==> src/rtl/cu_read_command_buffer.sv <==
// Read-command FIFO between the compute unit's read engine control and the AFU command arbiter.
// Buffers engine commands, requests arbitration, and issues one registered line per grant.
package cu_read_command_buffer_pkg;
    typedef struct packed {
        logic        valid;
        logic [7:0]  cu_id;
        logic [15:0] tag;
        logic [31:0] address;
        logic [7:0]  size;
    } CommandBufferLine;

    typedef struct packed {
        logic empty;
        logic full;
        logic alfull;
        logic valid;
    } BufferStatus;
endpackage

module cu_read_command_buffer
    import cu_read_command_buffer_pkg::*;
#(
    parameter int DEPTH         = 16,
    parameter int ALFULL_MARGIN = 4
) (
    input  logic             clock,
    input  logic             rstn,
    input  logic             enabled_in,
    input  CommandBufferLine read_command_in,
    input  logic             command_arbiter_grant_in,
    output logic             command_arbiter_request_out,
    output CommandBufferLine read_command_out,
    output BufferStatus      read_command_buffer_status,
    output logic             overflow_error_out
);

    localparam int PTR_W = $clog2(DEPTH);
    localparam int CNT_W = PTR_W + 1;

    typedef enum logic [1:0] {
        IDLE  = 2'd0,
        REQ   = 2'd1,
        ISSUE = 2'd2
    } state_t;

    CommandBufferLine mem_q [DEPTH];

    state_t           state_q, state_d;
    logic [PTR_W-1:0] wr_ptr_q, rd_ptr_q;
    logic [CNT_W-1:0] count_q, count_d;
    logic             request_q;
    CommandBufferLine out_q, out_d;
    BufferStatus      status_q, status_d;
    logic             overflow_q;
    logic             push, pop;

    always_comb begin
        state_d  = state_q;
        pop      = 1'b0;
        // Registered full gates the push, so a pop in the same cycle never frees a slot early.
        push     = read_command_in.valid && !status_q.full;
        case (state_q)
            IDLE: begin
                if (enabled_in && (count_q != '0)) state_d = REQ;
            end
            REQ: begin
                if (!enabled_in) begin
                    state_d = IDLE;
                end else if (command_arbiter_grant_in && (count_q != '0)) begin
                    pop     = 1'b1;
                    state_d = ISSUE;
                end
            end
            ISSUE: begin
                state_d = (enabled_in && (count_q != '0)) ? REQ : IDLE;
            end
            default: state_d = IDLE;
        endcase

        count_d = count_q;
        if (push && !pop)      count_d = count_q + 1'b1;
        else if (pop && !push) count_d = count_q - 1'b1;

        status_d.empty  = (count_d == '0);
        status_d.full   = (count_d == CNT_W'(DEPTH));
        status_d.alfull = (count_d >= CNT_W'(DEPTH - ALFULL_MARGIN));
        status_d.valid  = (count_d != '0);

        out_d = pop ? mem_q[rd_ptr_q] : '0;
    end

    always_ff @(posedge clock) begin
        if (push) mem_q[wr_ptr_q] <= read_command_in;
    end

    always_ff @(posedge clock or negedge rstn) begin
        if (!rstn) begin
            state_q    <= IDLE;
            wr_ptr_q   <= '0;
            rd_ptr_q   <= '0;
            count_q    <= '0;
            request_q  <= 1'b0;
            out_q      <= '0;
            status_q   <= BufferStatus'(4'b1000);
            overflow_q <= 1'b0;
        end else begin
            state_q   <= state_d;
            count_q   <= count_d;
            request_q <= (state_d == REQ);
            out_q     <= out_d;
            status_q  <= status_d;
            if (push) wr_ptr_q <= wr_ptr_q + 1'b1;
            if (pop)  rd_ptr_q <= rd_ptr_q + 1'b1;
            if (read_command_in.valid && status_q.full) overflow_q <= 1'b1;
        end
    end

    assign command_arbiter_request_out = request_q;
    assign read_command_out            = out_q;
    assign read_command_buffer_status  = status_q;
    assign overflow_error_out          = overflow_q;

endmodule

==> config.mk <==
export PLATFORM = sky130hd
export DESIGN_NAME = cu_read_command_buffer
export DESIGN_NICKNAME = d
export VERILOG_FILES = /design/src/rtl/cu_read_command_buffer.sv
export SDC_FILE = /design/constraint.sdc
export NUM_CORES = 1
export LEC_CHECK = 0
export CORE_AREA = 3 3 252 254
export CTS_BUF_LIST = sky130_fd_sc_hd__clkbuf_4 sky130_fd_sc_hd__clkbuf_8 sky130_fd_sc_hd__clkbuf_16
export CTS_CLUSTER_DIAMETER = 50
export DETAILED_ROUTE_END_ITERATION = 10
export DIE_AREA = 0 0 255 257
export DONT_BUFFER_PORTS = 1
export GPL_ROUTABILITY_DRIVEN = 1
export PLACE_DENSITY = 0.91
export SLEW_MARGIN = 20
export SYNTH_ARGS = -nofsm -noshare
export SYNTH_HDL_FRONTEND = slang
export SYNTH_SLANG_ARGS = --single-unit
==> constraint.sdc <==
create_clock -name clock -period 4.8 [get_ports clock]
set_input_delay 0.24 -clock clock [delete_from_list [all_inputs] [get_ports clock]]
set_output_delay 0.24 -clock clock [all_outputs]
set_load 0.05 [all_outputs]
### Word level (Yosys, flattened, before mapping)

Memory sizes are Yosys's and may differ from the RTL's.
Cells that the tools add are included.

* latch bits: 0
* memory bits (writable): 1040
* input port bits: 69
* memories: 1
* ROM bits: 0
* logic and storage cells: 51
* register bits after elaboration: 86
* output and inout port bits: 71

* reductions and logical operators: 13
* bitwise operators: 0
* mux-type cells: 13
* shifts and indexed selects: 0
* $mul: 0
* magnitude comparators: 1
* div/mod/pow operators: 0
* $add $sub $neg: 4
* eq/ne operators: 4

Memory list
* mem_q: words 16, width 65, read ports 1, clocked after memory_dff 0, wr ports 1, line 46 `CommandBufferLine mem_q [DEPTH];`

Operators with widths (number)
* 65-bit 2-to-1 mux: 1
* 5-bit 2-to-1 mux: 2
* 5-bit nonzero test: 2
* 4-bit by 1-bit adder with 4-bit output (second input constant): 2
* 1-bit logical AND: 6
* 1-bit 2-to-1 mux: 6
* 2-bit 2-to-1 mux: 3
* 2-bit case mux with 3 select lines: 1
* 5-bit by 1-bit adder with 5-bit output (second input constant): 1
* 5-bit == test (second input constant): 1
* 5-bit by 4-bit >= comparator with 1-bit output (second input constant): 1
* 5-bit logical NOT: 1
* 5-bit by 1-bit subtractor with 5-bit output (second input constant): 1
* 2-bit by 1-bit == test with 1-bit output (second input constant): 2
* 1-bit logical NOT: 3
* 2-bit == test (second input constant): 1
* 2-bit logical NOT: 1

### Depth between registers and ports, before layout

* depth in word-level cells: 9
* depth in mapped cells: 8
* depth with buffers taken out: 8

### Worst setup path before layout

Ideal clock, no wire load.

* path kind: reg2reg
* start point: register status_q, in the netlist read_command_buffer_status[2]
* end point: memory mem_q[10][0] (netlist name) (enable)
* library setup time: 430 ps
* data required time: 4370 ps
* period minus slack after synthesis: 3190 ps
* path slack: 1610 ps
* arrival time: 2760 ps
* path buffers: 0
* cell stages (with the launch flop): 4
* path through: dfrtp_1 -> nand2b_1 -> nor3b_1 -> and2_1

* word-level cells in the longest chain between the ends: 4

Ends and longest elaborated chain
* start: declaration: line 53 `BufferStatus status_q, status_d;`
* start signal: assignment: line 104 `status_q <= BufferStatus'(4'b1000);`
* start signal: assignment: line 111 `status_q <= status_d;`
* 1-bit logical NOT: line 61 `push = read_command_in.valid && !status_q.full;`
* 1-bit logical AND: line 61
* 1-bit 2-to-1 mux: line 93 `if (push) mem_q[wr_ptr_q] <= read_command_in;`
* 1-bit 2-to-1 mux (implied by the code): line 93
* end: declaration: line 46

No other way between the ends.

### Final worst setup path

* start point: register status_q, in the netlist read_command_buffer_status[2]
* end point: memory mem_q[6][10] (netlist name) (enable)

The elaborated chain is that of the path after synthesis.

==> metrics.md <==
| Metric | Value |
|---|---|
| GR peak layer | met2 |
| Input/output buffers | 0 |
| Synth Warn # | 0 |
| RSZ-0062 raised after global routing | no |
| Average size of a mapped cell | 23.5 µm² |
| Fillers | 2,778 |
| Final setup viols | 0 |
| WL final | 114,000 µm |
| Final period util | 0.706 |
| Power per cell area | 588 nW/µm² |
| Die Ht | 257 µm |
| Remaining antenna violation count | 0 |
| Switching share of power | 0.298 |
| Multi-input logic area | 7870 µm² |
| WL/cell | 40.9 µm |
| Max-slew headroom | 0.224 |
| Area Overhead vs Synth | 13.6% |
| Register bit total from synthesis | 1,126 |
| Seq/Total Area, Yosys | 0.803 |
| Sequential cell area | 33,400 µm² |
| Fin cells | 2,779 |
| Final Max Slew Viols | 0 |
| Max VDD drop | 0.000371 V |
| Sw power | 0.00827 W |
| Vias/cell | 7.74 |
| Critical Path End Type | flop |
| Power Internal | 0.0195 W |
| Drt drc | 0 |
| Router iterations before antenna repair | 6 |
| Post-layout util | 0.768 |
| Critical path origin | read_command_buffer_status[2] |
| # placed instances | 2,484 |
| Logic gate share of total power | 0.222 |
| Io pins | 140 |
| Vias in the first global route | 21,500 |
| Type of origin of the critical path | flop |
| DPL Wire Length | 47,700 µm |
| Setup ws final | 1.41 ns |
| Met3 GRT Util | 0.0805 |
| Measured slew at the worst slew-check pin | 1.16 ns |
| Core Area | 61,500 µm² |
| Mapped Cells | 1,770 |
| Number of max-cap violations | 0 |
| Routed vias | 21,500 |
| Global route overflow | 0 |
| Fmax | 0.295 GHz |
| Layout cell share with drive strength beyond 1 | 0.259 |
| Yosys cell types | 41 |
| Cell row count | 91 |
| Clk pwr share | 0.319 |
| Cts bufs inserted | 105 |
| Met1 GRT Util | 0.483 |
| Die area | 65,500 µm² |
| Worst-case clock buffer depth | 3 |
| H-tree depth | 3 |
| Hold/Removal Path Class | in -> reg |
| Sink Count | 1,126 |
| Setup TNS | 0 ns |
| Reg power frac | 0.459 |
| Setup slack after placement | 1.58 ns |
| Max Fanout on Critical Path | 42 |
| Worst hold path endpoint | count_q[1] |
| # resized after CTS | 0 |
| Post-CTS setup buffer count | 0 |
| Global-route usage over all layers | 0.335 |
| Tmin final | 3.39 ns |
| Largest net degree at the start of global routing | 94 |
| Initial antenna violation count | 11 |
| Chip width | 255 µm |
| Worst-Skew Late Latency | 0.67 ns |
| Initial core utilization | 0.676 |
| Clk root buf | clkbuf_16 |
| Reg2reg start | read_command_buffer_status[2] |
| Nets | 1,964 |
| TritonCTS clock tree | yes |
| DR iter-0 viols | 3,750 |
| R2R cell count | 5 |
| Met2 Use GR | 0.517 |
| Status | finished, final reports clean |
| Syn_nets | 1,846 |
| Final Hold Fails | 0 |
| Critical path class | reg -> reg |
| Global-route wire length before repair | 156,000 µm |
| CTS Hold Bufs | 70 |
| WHS | 0.0682 ns |
| Crit path DAT | 3.72 ns |
| Synthesized area | 41,600 µm² |
| Reg2Reg Setup Slack | 1.41 ns |
| GPL Wtd Cong | 0.768 |
| Hold Path Origin | enabled_in |
| CP required | 5.13 ns |
| Max Clock Skew | 0.0352 ns |
| Clk slew on worst S/H paths | 0.07 ns |
| WHS Path Cells | 4 |
| P_leak | 15.2 nW |
| Reg2reg end | mem_q[6][10] |
layer usage:
layer  vias to the layer above  share of wire
met4                         6          0.044
li1                       7801              -
met2                      2267           0.49
met5                         -        0.00030
met1                     11100           0.33
met3                       372           0.13
sequential cells by signal, summed over array words and instances (netlist names):
signal and count:
mem_q 1040, read_command_out 65, count_q 5, rd_ptr_q 4, read_command_buffer_status 4, wr_ptr_q 4, state_q 2, command_arbiter_request_out 1
overflow_error_out 1
stage by stage:
| stage | cell area [µm²] | power (W) |
|---|---|---|
| 3_5_place_dp | 42500 | 0.0183 |
| 5_1_grt | 47200 | 0.0284 |
| 2_1_floorplan | 41600 | 0.0167 |
| 4_1_cts | 46800 | 0.0274 |
| 3_3_place_gp | 42500 | 0.0179 |
| 6_report | 47200 | 0.0278 |
worst max-delay path by stage:
stage / endpoint / depth (start not counted)
floorplan: mem_q[10][0] / 3
global placement: mem_q[6][36] / 4
detailed placement: mem_q[5][40] / 4
CTS: mem_q[7][28] / 4
global route: mem_q[7][16] / 5
finish: mem_q[6][10] / 5
placed cells by master, fill, tap and decap left out, drive strengths merged:
cell type / count
o211ai: 1
a22oi: 131
dfstp: 1
buf: 36
dfrtp: 85
or3b: 1
and3: 1
diode: 13
clkinv: 25
clkbuf: 152
nor3: 3
dlygate4sd3: 69
or4b: 1
and2: 17
edfxtp: 1040
and4b: 1
nand4b: 1
nand2: 9
nand3: 1
xor2: 1
ha: 7
nand4: 5
nor2b: 5
mux4: 260
nand2b: 1
bufinv: 9
a21o: 2
or4: 1
xnor2: 8
nor3b: 1
o21ai: 5
a21oi: 71
mux2i: 2
nor4: 2
nor2: 5
inv: 10
nor4b: 2
clkinvlp: 4
worst max-delay path, cell delays in order, from the launching register on:
cell	delay, ns
dfrtp_1	0.59
nor2b_1	0.83
nand2_1	0.14
nor2_1	0.38
and2_4	0.77
buf_12	0.30
kinds of logic (layout without fill, tap and decap cells):
group           Yosys count  count (layout)  synth area share
other cells               0              13                 0
simple gates             57              57           0.00854
compound gates          210             210            0.0336
buf+inv                  99             305           0.00987
flops                  1126            1126             0.803
fa+ha+maj                 7               7           0.00211
xor+xnor                  9               9           0.00190
mux                     262             262             0.141
cell type report:
class                      count  area share
clock inverter                43      0.0101
clock buffer                 152      0.0659
antenna                       13    0.000689
tap                          790      0.0209
inverter                       5    0.000397
multi-input combinational    545       0.167
sequential                  1126       0.707
timing repair buffer         105      0.0286
synth_stat cells, drive strengths merged:
master  instances  area (µm²)
buf            48         219
dfstp           1        26.3
and3            1        6.26
nor2b           5        31.3
xor2            1        8.76
and2           17         106
o211ai          1        7.51
nand4           5        37.5
nand2b          1        6.26
and4b           1        10.0
nor2            5        18.8
clkbuf         46         173
nor4            2        12.5
nor3b           1        7.51
o21ai           5        28.8
mux2i           2        20.0
dfrtp          85        2130
ha              7        87.6
or4             1        7.51
nand2           9        36.3
a22oi         131         988
nand4b          1        8.76
inv             5        18.8
nand3           1        5.00
a21oi          71         359
xnor2           8        70.1
nor3            3        15.0
a21o            2        15.0
nor4b           2        23.8
mux4          260        5860
or4b            1        13.8
or3b            1        8.76
edfxtp       1040       31200
power by group through the flow:
stage	clock network [W]	registers, W	logic [W]
after floorplan	0	0.0125	0.00423
after global placement	0	0.0127	0.00520
after detailed placement	0	0.0128	0.00547
after CTS	0.00877	0.0127	0.00589
after global routing	0.00921	0.0128	0.00637
final	0.00887	0.0127	0.00616
(Power assumes the default switching activity.)
